==> config.mk <==
export PLATFORM = sky130hd
export DESIGN_NAME = nexys_starship_game_ctrl_flat
export DESIGN_NICKNAME = d
export VERILOG_FILES = /design/src/rtl/nexys_starship_game_ctrl_if.sv /design/src/rtl/nexys_starship_game_ctrl.sv /design/src/flat_wrapper.sv
export SDC_FILE = /design/constraint.sdc
export NUM_CORES = 1
export LEC_CHECK = 0
export CAP_MARGIN = 20
export CORE_MARGIN = 2
export CORE_UTILIZATION = 60
export CTS_CLUSTER_DIAMETER = 80
export DETAILED_ROUTE_END_ITERATION = 12
export PLACE_DENSITY_LB_ADDON = 0.2
export SYNTH_ARGS = -nofsm -noshare
export SYNTH_HDL_FRONTEND = slang
export SYNTH_SLANG_ARGS = --single-unit
==> constraint.sdc <==
create_clock -name Clk -period 3.5 [get_ports Clk]
set_clock_uncertainty 0.05 [all_clocks]
set_input_delay 0.875 -clock Clk [delete_from_list [all_inputs] [get_ports Clk]]
set_output_delay 0.875 -clock Clk [all_outputs]
set_load 0.1 [all_outputs]
==> src/rtl/nexys_starship_game_ctrl_if.sv <==
// Nexys Starship game controller bundle.
// Board-side buttons and loss flag in; state and counters out.
interface nexys_starship_game_ctrl_if #(
  parameter int TIMER_W = 16,
  parameter int LEVEL_W = 2
);
  logic               BtnU;
  logic               BtnC;
  logic               game_over;
  logic               q_Init;
  logic               q_Play;
  logic               q_Pause;
  logic               q_GameOver;
  logic               play_flag;
  logic [TIMER_W-1:0] game_secs;
  logic [LEVEL_W-1:0] level;
  logic               level_up;

  modport master (
    output BtnU, BtnC, game_over,
    input  q_Init, q_Play, q_Pause, q_GameOver,
    input  play_flag, game_secs, level, level_up
  );

  modport slave (
    input  BtnU, BtnC, game_over,
    output q_Init, q_Play, q_Pause, q_GameOver,
    output play_flag, game_secs, level, level_up
  );
endinterface

==> src/rtl/nexys_starship_game_ctrl.sv <==
// Nexys Starship game FSM with seconds timer and difficulty levels.
// Define NEXYS_STARSHIP_PAUSE_EN to build in the PAUSE state on BtnC.
module nexys_starship_game_ctrl #(
  parameter int TICKS_PER_SEC = 100_000_000,
  parameter int TIMER_W       = 16,
  parameter int LEVEL_W       = 2,
  parameter int NUM_LEVELS    = 4,
  parameter int LEVEL_SECS    = 30
) (
  input logic Clk,
  input logic Reset,
  nexys_starship_game_ctrl_if.slave bus
);

  localparam int TW = $clog2(TICKS_PER_SEC);
  localparam int SW = (LEVEL_SECS > 1) ? $clog2(LEVEL_SECS) : 1;

  localparam logic [TW-1:0]      TICK_LAST = TW'(TICKS_PER_SEC - 1);
  localparam logic [SW-1:0]      SEC_LAST  = SW'(LEVEL_SECS - 1);
  localparam logic [LEVEL_W-1:0] LVL_LAST  = LEVEL_W'(NUM_LEVELS - 1);
  localparam logic [TIMER_W-1:0] SECS_MAX  = '1;

  typedef enum logic [3:0] {
    INIT     = 4'b0001,
    PLAY     = 4'b0010,
    PAUSE    = 4'b0100,
    GAMEOVER = 4'b1000
  } state_t;

  state_t             state;
  logic [TW-1:0]      tick_cnt;
  logic [SW-1:0]      sec_in_level;
  logic [TIMER_W-1:0] secs;
  logic [LEVEL_W-1:0] lvl;
  logic               play;
  logic               lvl_up;
  logic               btnU_prev;
  logic               u_rise;

  assign u_rise = bus.BtnU & ~btnU_prev;

`ifdef NEXYS_STARSHIP_PAUSE_EN
  logic btnC_prev;
  logic c_rise;

  assign c_rise = bus.BtnC & ~btnC_prev;

  always_ff @(posedge Clk or posedge Reset) begin
    if (Reset) btnC_prev <= 1'b0;
    else       btnC_prev <= bus.BtnC;
  end
`else
  logic unused_btnc;

  assign unused_btnc = bus.BtnC;
`endif

  always_ff @(posedge Clk or posedge Reset) begin
    if (Reset) begin
      state        <= INIT;
      tick_cnt     <= '0;
      sec_in_level <= '0;
      secs         <= '0;
      lvl          <= '0;
      play         <= 1'b0;
      lvl_up       <= 1'b0;
      btnU_prev    <= 1'b0;
    end else begin
      btnU_prev <= bus.BtnU;
      lvl_up    <= 1'b0;
      case (state)
        INIT: begin
          if (u_rise) begin
            state        <= PLAY;
            play         <= 1'b1;
            tick_cnt     <= '0;
            sec_in_level <= '0;
            secs         <= '0;
            lvl          <= '0;
          end
        end
        PLAY: begin
          if (bus.game_over) begin
            state <= GAMEOVER;
            play  <= 1'b0;
          end
`ifdef NEXYS_STARSHIP_PAUSE_EN
          else if (c_rise) begin
            state <= PAUSE;
          end
`endif
          else if (tick_cnt == TICK_LAST) begin
            tick_cnt <= '0;
            if (secs != SECS_MAX)
              secs <= secs + 1'b1;
            if (sec_in_level == SEC_LAST) begin
              sec_in_level <= '0;
              // pulse only on a real change, not at the top level
              if (lvl != LVL_LAST) begin
                lvl    <= lvl + 1'b1;
                lvl_up <= 1'b1;
              end
            end else begin
              sec_in_level <= sec_in_level + 1'b1;
            end
          end else begin
            tick_cnt <= tick_cnt + 1'b1;
          end
        end
`ifdef NEXYS_STARSHIP_PAUSE_EN
        PAUSE: begin
          if (c_rise) state <= PLAY;
        end
`endif
        GAMEOVER: begin
          if (u_rise) state <= INIT;
        end
        default: begin
          state <= INIT;
          play  <= 1'b0;
        end
      endcase
    end
  end

  assign bus.q_Init     = state[0];
  assign bus.q_Play     = state[1];
`ifdef NEXYS_STARSHIP_PAUSE_EN
  assign bus.q_Pause    = state[2];
`else
  assign bus.q_Pause    = 1'b0;
`endif
  assign bus.q_GameOver = state[3];
  assign bus.play_flag  = play;
  assign bus.game_secs  = secs;
  assign bus.level      = lvl;
  assign bus.level_up   = lvl_up;

endmodule

==> src/flat_wrapper.sv <==
// flat-port wrapper written by rule: the top's interface ports become plain ports
module nexys_starship_game_ctrl_flat 
#(
  parameter int TICKS_PER_SEC = 100_000_000,
  parameter int TIMER_W       = 16,
  parameter int LEVEL_W       = 2,
  parameter int NUM_LEVELS    = 4,
  parameter int LEVEL_SECS    = 30
)
  (Clk, Reset, bus_BtnU, bus_BtnC, bus_game_over, bus_q_Init, bus_q_Play, bus_q_Pause, bus_q_GameOver, bus_play_flag, bus_game_secs, bus_level, bus_level_up);
  nexys_starship_game_ctrl_if #(.TIMER_W(TIMER_W), .LEVEL_W(LEVEL_W)) bus_i ();
  input logic Clk;
  input logic Reset;
  input wire logic [$bits(bus_i.BtnU)-1:0] bus_BtnU;
  input wire logic [$bits(bus_i.BtnC)-1:0] bus_BtnC;
  input wire logic [$bits(bus_i.game_over)-1:0] bus_game_over;
  output wire logic [$bits(bus_i.q_Init)-1:0] bus_q_Init;
  output wire logic [$bits(bus_i.q_Play)-1:0] bus_q_Play;
  output wire logic [$bits(bus_i.q_Pause)-1:0] bus_q_Pause;
  output wire logic [$bits(bus_i.q_GameOver)-1:0] bus_q_GameOver;
  output wire logic [$bits(bus_i.play_flag)-1:0] bus_play_flag;
  output wire logic [$bits(bus_i.game_secs)-1:0] bus_game_secs;
  output wire logic [$bits(bus_i.level)-1:0] bus_level;
  output wire logic [$bits(bus_i.level_up)-1:0] bus_level_up;
  assign bus_i.BtnU = bus_BtnU;
  assign bus_i.BtnC = bus_BtnC;
  assign bus_i.game_over = bus_game_over;
  assign bus_q_Init = bus_i.q_Init;
  assign bus_q_Play = bus_i.q_Play;
  assign bus_q_Pause = bus_i.q_Pause;
  assign bus_q_GameOver = bus_i.q_GameOver;
  assign bus_play_flag = bus_i.play_flag;
  assign bus_game_secs = bus_i.game_secs;
  assign bus_level = bus_i.level;
  assign bus_level_up = bus_i.level_up;
  nexys_starship_game_ctrl #(.TICKS_PER_SEC(TICKS_PER_SEC), .TIMER_W(TIMER_W), .LEVEL_W(LEVEL_W), .NUM_LEVELS(NUM_LEVELS), .LEVEL_SECS(LEVEL_SECS)) u_core (.Clk(Clk), .Reset(Reset), .bus(bus_i));
endmodule
==> load_flow_metrics.sql <==
INSERT INTO impl_metrics (metric_group, metric, value, unit) VALUES
('synth', 'syn_nets', '353', ''),
('clocking', 'clock_pin_slew_reported_for_the_worst_setup_and_hold_paths_after_clock_tree_synthesis', '0.10', 'ns'),
('die', 'die_outline_area', '0.00578', 'sq mm'),
('clocking', 'cts_made_buffers', '5', ''),
('detailed_routing', 'drt_wl_total', '7010', 'um'),
('cells_and_area', 'fillerInstances', '368', ''),
('worst_setup_path', 'critical_path.max_fanout', '5', ''),
('pwr', 'power.leakage', '1.49', 'nW'),
('placed_design', 'finalWeightedCongestion', '0.858', ''),
('cells_and_area', 'instances_no_fill', '439', ''),
('pwr', 'cellInternalPower', '904', 'uW'),
('detailed_routing', 'post_drt_wl_per_cell', '16.0', 'um'),
('timing', 'max_freq', '0.377', 'GHz'),
('timing', 'whs', '0.469', 'ns'),
('clocking', 'cts-root-buf', 'clkbuf_8', ''),
('timing', 'grt_setup_unrepaired', 'false', ''),
('synth', 'synth-seq-area-share', '45.1', '%'),
('die', 'initial_core_util', '61.7', '%'),
('global_routing', 'via_count_of_the_first_global_routing_pass', '2538', ''),
('synth', 'post_synth_inst_count', '343', ''),
('pwr', 'proportion_of_power_drawn_by_flip_flops_and_latches', '54.1', '%'),
('timing', 'period_share', '75.9', '%'),
('worst_setup_path', 'critical_path.most_common_cell', 'nor3_1', ''),
('worst_setup_path', 'worstRegToRegCells', '8', ''),
('die', 'pin_count', '29', ''),
('die', 'floorplan.die.width', '76.0', 'um'),
('worst_setup_path', 'timing.critical_path.slowest_cell_delay', '0.46', 'ns'),
('placed_design', 'numPlacedInstances', '431', ''),
('worst_setup_path', 'critical_path.top_delay_family', 'simple AND/OR/NAND/NOR gates', ''),
('placed_design', 'detailedPlace.worstSlack', '0.513', 'ns'),
('worst_setup_path', 'cp-start-kind', 'input pin', ''),
('worst_setup_path', 'timing.setup.critical_path_class', 'input pin to register', ''),
('detailed_routing', 'post-route-drc-count', '0', ''),
('cells_and_area', 'finish.utilization', '69.9', '%'),
('detailed_routing', 'route.detailed.vias_per_inst', '6.21', ''),
('cells_and_area', 'area_growth_syn_to_layout', '13.2', '%'),
('synth', 'synth_enable_flop_cells', '0', ''),
('worst_setup_path', 'critical_path.slowest_cell', 'nor3_1', ''),
('synth', 'yosys_most_used_dff', 'dfrtp_1', ''),
('job', 'cap_viol_max_count', '0', ''),
('timing', 'timing.max_slew.rel_slack', '41.6', '%'),
('timing', 'hold_violation_count_in_the_final_report', '0', ''),
('pwr', 'share_clk_of_total_power', '34.5', '%'),
('die', 'die_height', '76.0', 'um'),
('cells_and_area', 'multi_input_comb_area', '0.00158', 'sq mm'),
('placed_design', 'place.port_buffers', '26', ''),
('run_status', 'outcome', 'finished, final reports clean', ''),
('pwr', 'ir_worst_vdd', '0.000220', 'V'),
('clocking', 'postCtsResizedCells', '0', ''),
('cells_and_area', 'ff_latch_area', '0.00140', 'sq mm'),
('synth', 'synth.ff_latch_count', '56', ''),
('detailed_routing', 'route.vias.total', '2727', ''),
('timing', 'final.min_clock_period', '2.66', 'ns'),
('pwr', 'p_switching', '326', 'uW'),
('worst_setup_path', 'timing.critical_path.from', 'bus_game_over', ''),
('global_routing', 'initial_antenna_violation_count', '0', ''),
('placed_design', 'post-dp-hpwl', '4870', 'um'),
('worst_setup_path', 'worst-endpoint-arrival', '2.80', 'ns'),
('pwr', 'power.total', '1.23', 'mW'),
('clocking', 'ctsHtreeMaxLevel', '2', ''),
('timing', 'setup_viol_count_final', '0', ''),
('synth', 'netlist_area', '0.00311', 'sq mm'),
('clocking', 'cts_tree', 'done', ''),
('worst_setup_path', 'critical_path_capture_point', 'u_core.tick_cnt[25]$_DFFE_PP0P_', ''),
('pwr', 'total_power_density_per_cell_area', '349', 'mW/mm^2'),
('timing', 'tightest_slew', '0.868', 'ns'),
('hold_path', 'worstHoldPathType', 'register to register', ''),
('cells_and_area', 'layout.nets', '378', ''),
('worst_setup_path', 'timing.reg2reg.setup_slack', '0.94', 'ns'),
('cells_and_area', 'layout.cells.most_common', 'dfrtp_1', ''),
('synth', 'synth_cell_types', '48', '');
power groups by stage:
stage | registers (mW) | clock network [mW] | logic [mW]
floorplan | 0.715 | 0 | 0.0620
global placement | 0.678 | 0 | 0.137
detailed placement | 0.679 | 0 | 0.139
CTS | 0.666 | 0.429 | 0.140
global route | 0.668 | 0.454 | 0.150
finish | 0.666 | 0.425 | 0.139
sequential cells by signal, indices dropped and copies added (netlist names):
signal	count
u_core.tick_cnt	27
u_core.bus.game_secs	16
u_core.sec_in_level	5
u_core.state	3
u_core.bus.level	2
u_core.btnU_prev	1
u_core.bus.level_up	1
u_core.bus.play_flag	1
kinds of logic (layout without fill, tap and decap cells):
kind of cell / Yosys count / count (layout) / share of synthesized area [%]
and+or+nand+nor: 146 / 146 / 25.4
AOI/OAI and AO/OA: 84 / 84 / 17.7
DFF: 56 / 56 / 45.1
buffers and inverters: 32 / 58 / 4.30
xor gates and xnor gates: 17 / 17 / 4.78
adders and majority gates: 5 / 5 / 2.01
muxes: 2 / 2 / 0.643
other: 1 / 1 / 0.121
routing by layer:
metal  global-route usage, %  vias up  share of wire, %  wire length (um)
met2                    40.6       92                49              3440
met1                    33.1     1299                44              3090
met3                    4.38       13               5.0               350
met5                       0        -                 0                 0
li1                        -     1323                 -                 -
met4                    9.45        0               1.9               133
worst min-delay path by stage:
stage	from	to	slack, ns	cells after the start
global placement	u_core.sec_in_level[4]$_DFFE_PP0P_	u_core.sec_in_level[4]$_DFFE_PP0P_	0.43	1
CTS	u_core.sec_in_level[4]$_DFFE_PP0P_	u_core.sec_in_level[4]$_DFFE_PP0P_	0.46	1
detailed placement	u_core.sec_in_level[4]$_DFFE_PP0P_	u_core.sec_in_level[4]$_DFFE_PP0P_	0.44	1
floorplan	u_core.sec_in_level[4]$_DFFE_PP0P_	u_core.sec_in_level[4]$_DFFE_PP0P_	0.40	1
finish	u_core.sec_in_level[4]$_DFFE_PP0P_	u_core.sec_in_level[4]$_DFFE_PP0P_	0.47	1
global route	u_core.sec_in_level[4]$_DFFE_PP0P_	u_core.sec_in_level[4]$_DFFE_PP0P_	0.48	1
cell usage after synthesis, drive strengths merged, types with 2 or more instances:
master | number | area [sq um]
nor3b | 2 | 15.0
nand3b | 2 | 15.0
xnor2 | 17 | 149
ha | 5 | 62.6
o31ai | 9 | 72.6
dfrtp | 55 | 1380
and4 | 4 | 35.0
and3 | 10 | 62.6
or2 | 6 | 37.5
nor2b | 2 | 12.5
buf | 5 | 32.5
or3 | 2 | 12.5
a41oi | 6 | 52.6
mux2i | 2 | 20.0
clkbuf | 15 | 56.3
a211o | 2 | 17.5
nand3 | 13 | 65.1
a21o | 7 | 52.6
nand4 | 13 | 81.3
nor4 | 10 | 62.6
or4 | 2 | 18.8
nor2 | 35 | 131
nor3 | 14 | 81.3
nand2 | 22 | 82.6
o21ai | 17 | 85.1
a31oi | 29 | 181
inv | 11 | 41.3
nand2b | 3 | 18.8
a21oi | 9 | 45.0
area by class of cell:
type / count / area share (%)
Multi-Input combinational cell: 255 / 44.7
Sequential cell: 56 / 39.8
Clock inverter: 2 / 0.994
Inverter: 12 / 1.28
Clock buffer: 6 / 2.06
Tap cell: 70 / 2.49
Timing Repair Buffer: 38 / 8.66
(Power assumes the default switching activity.)
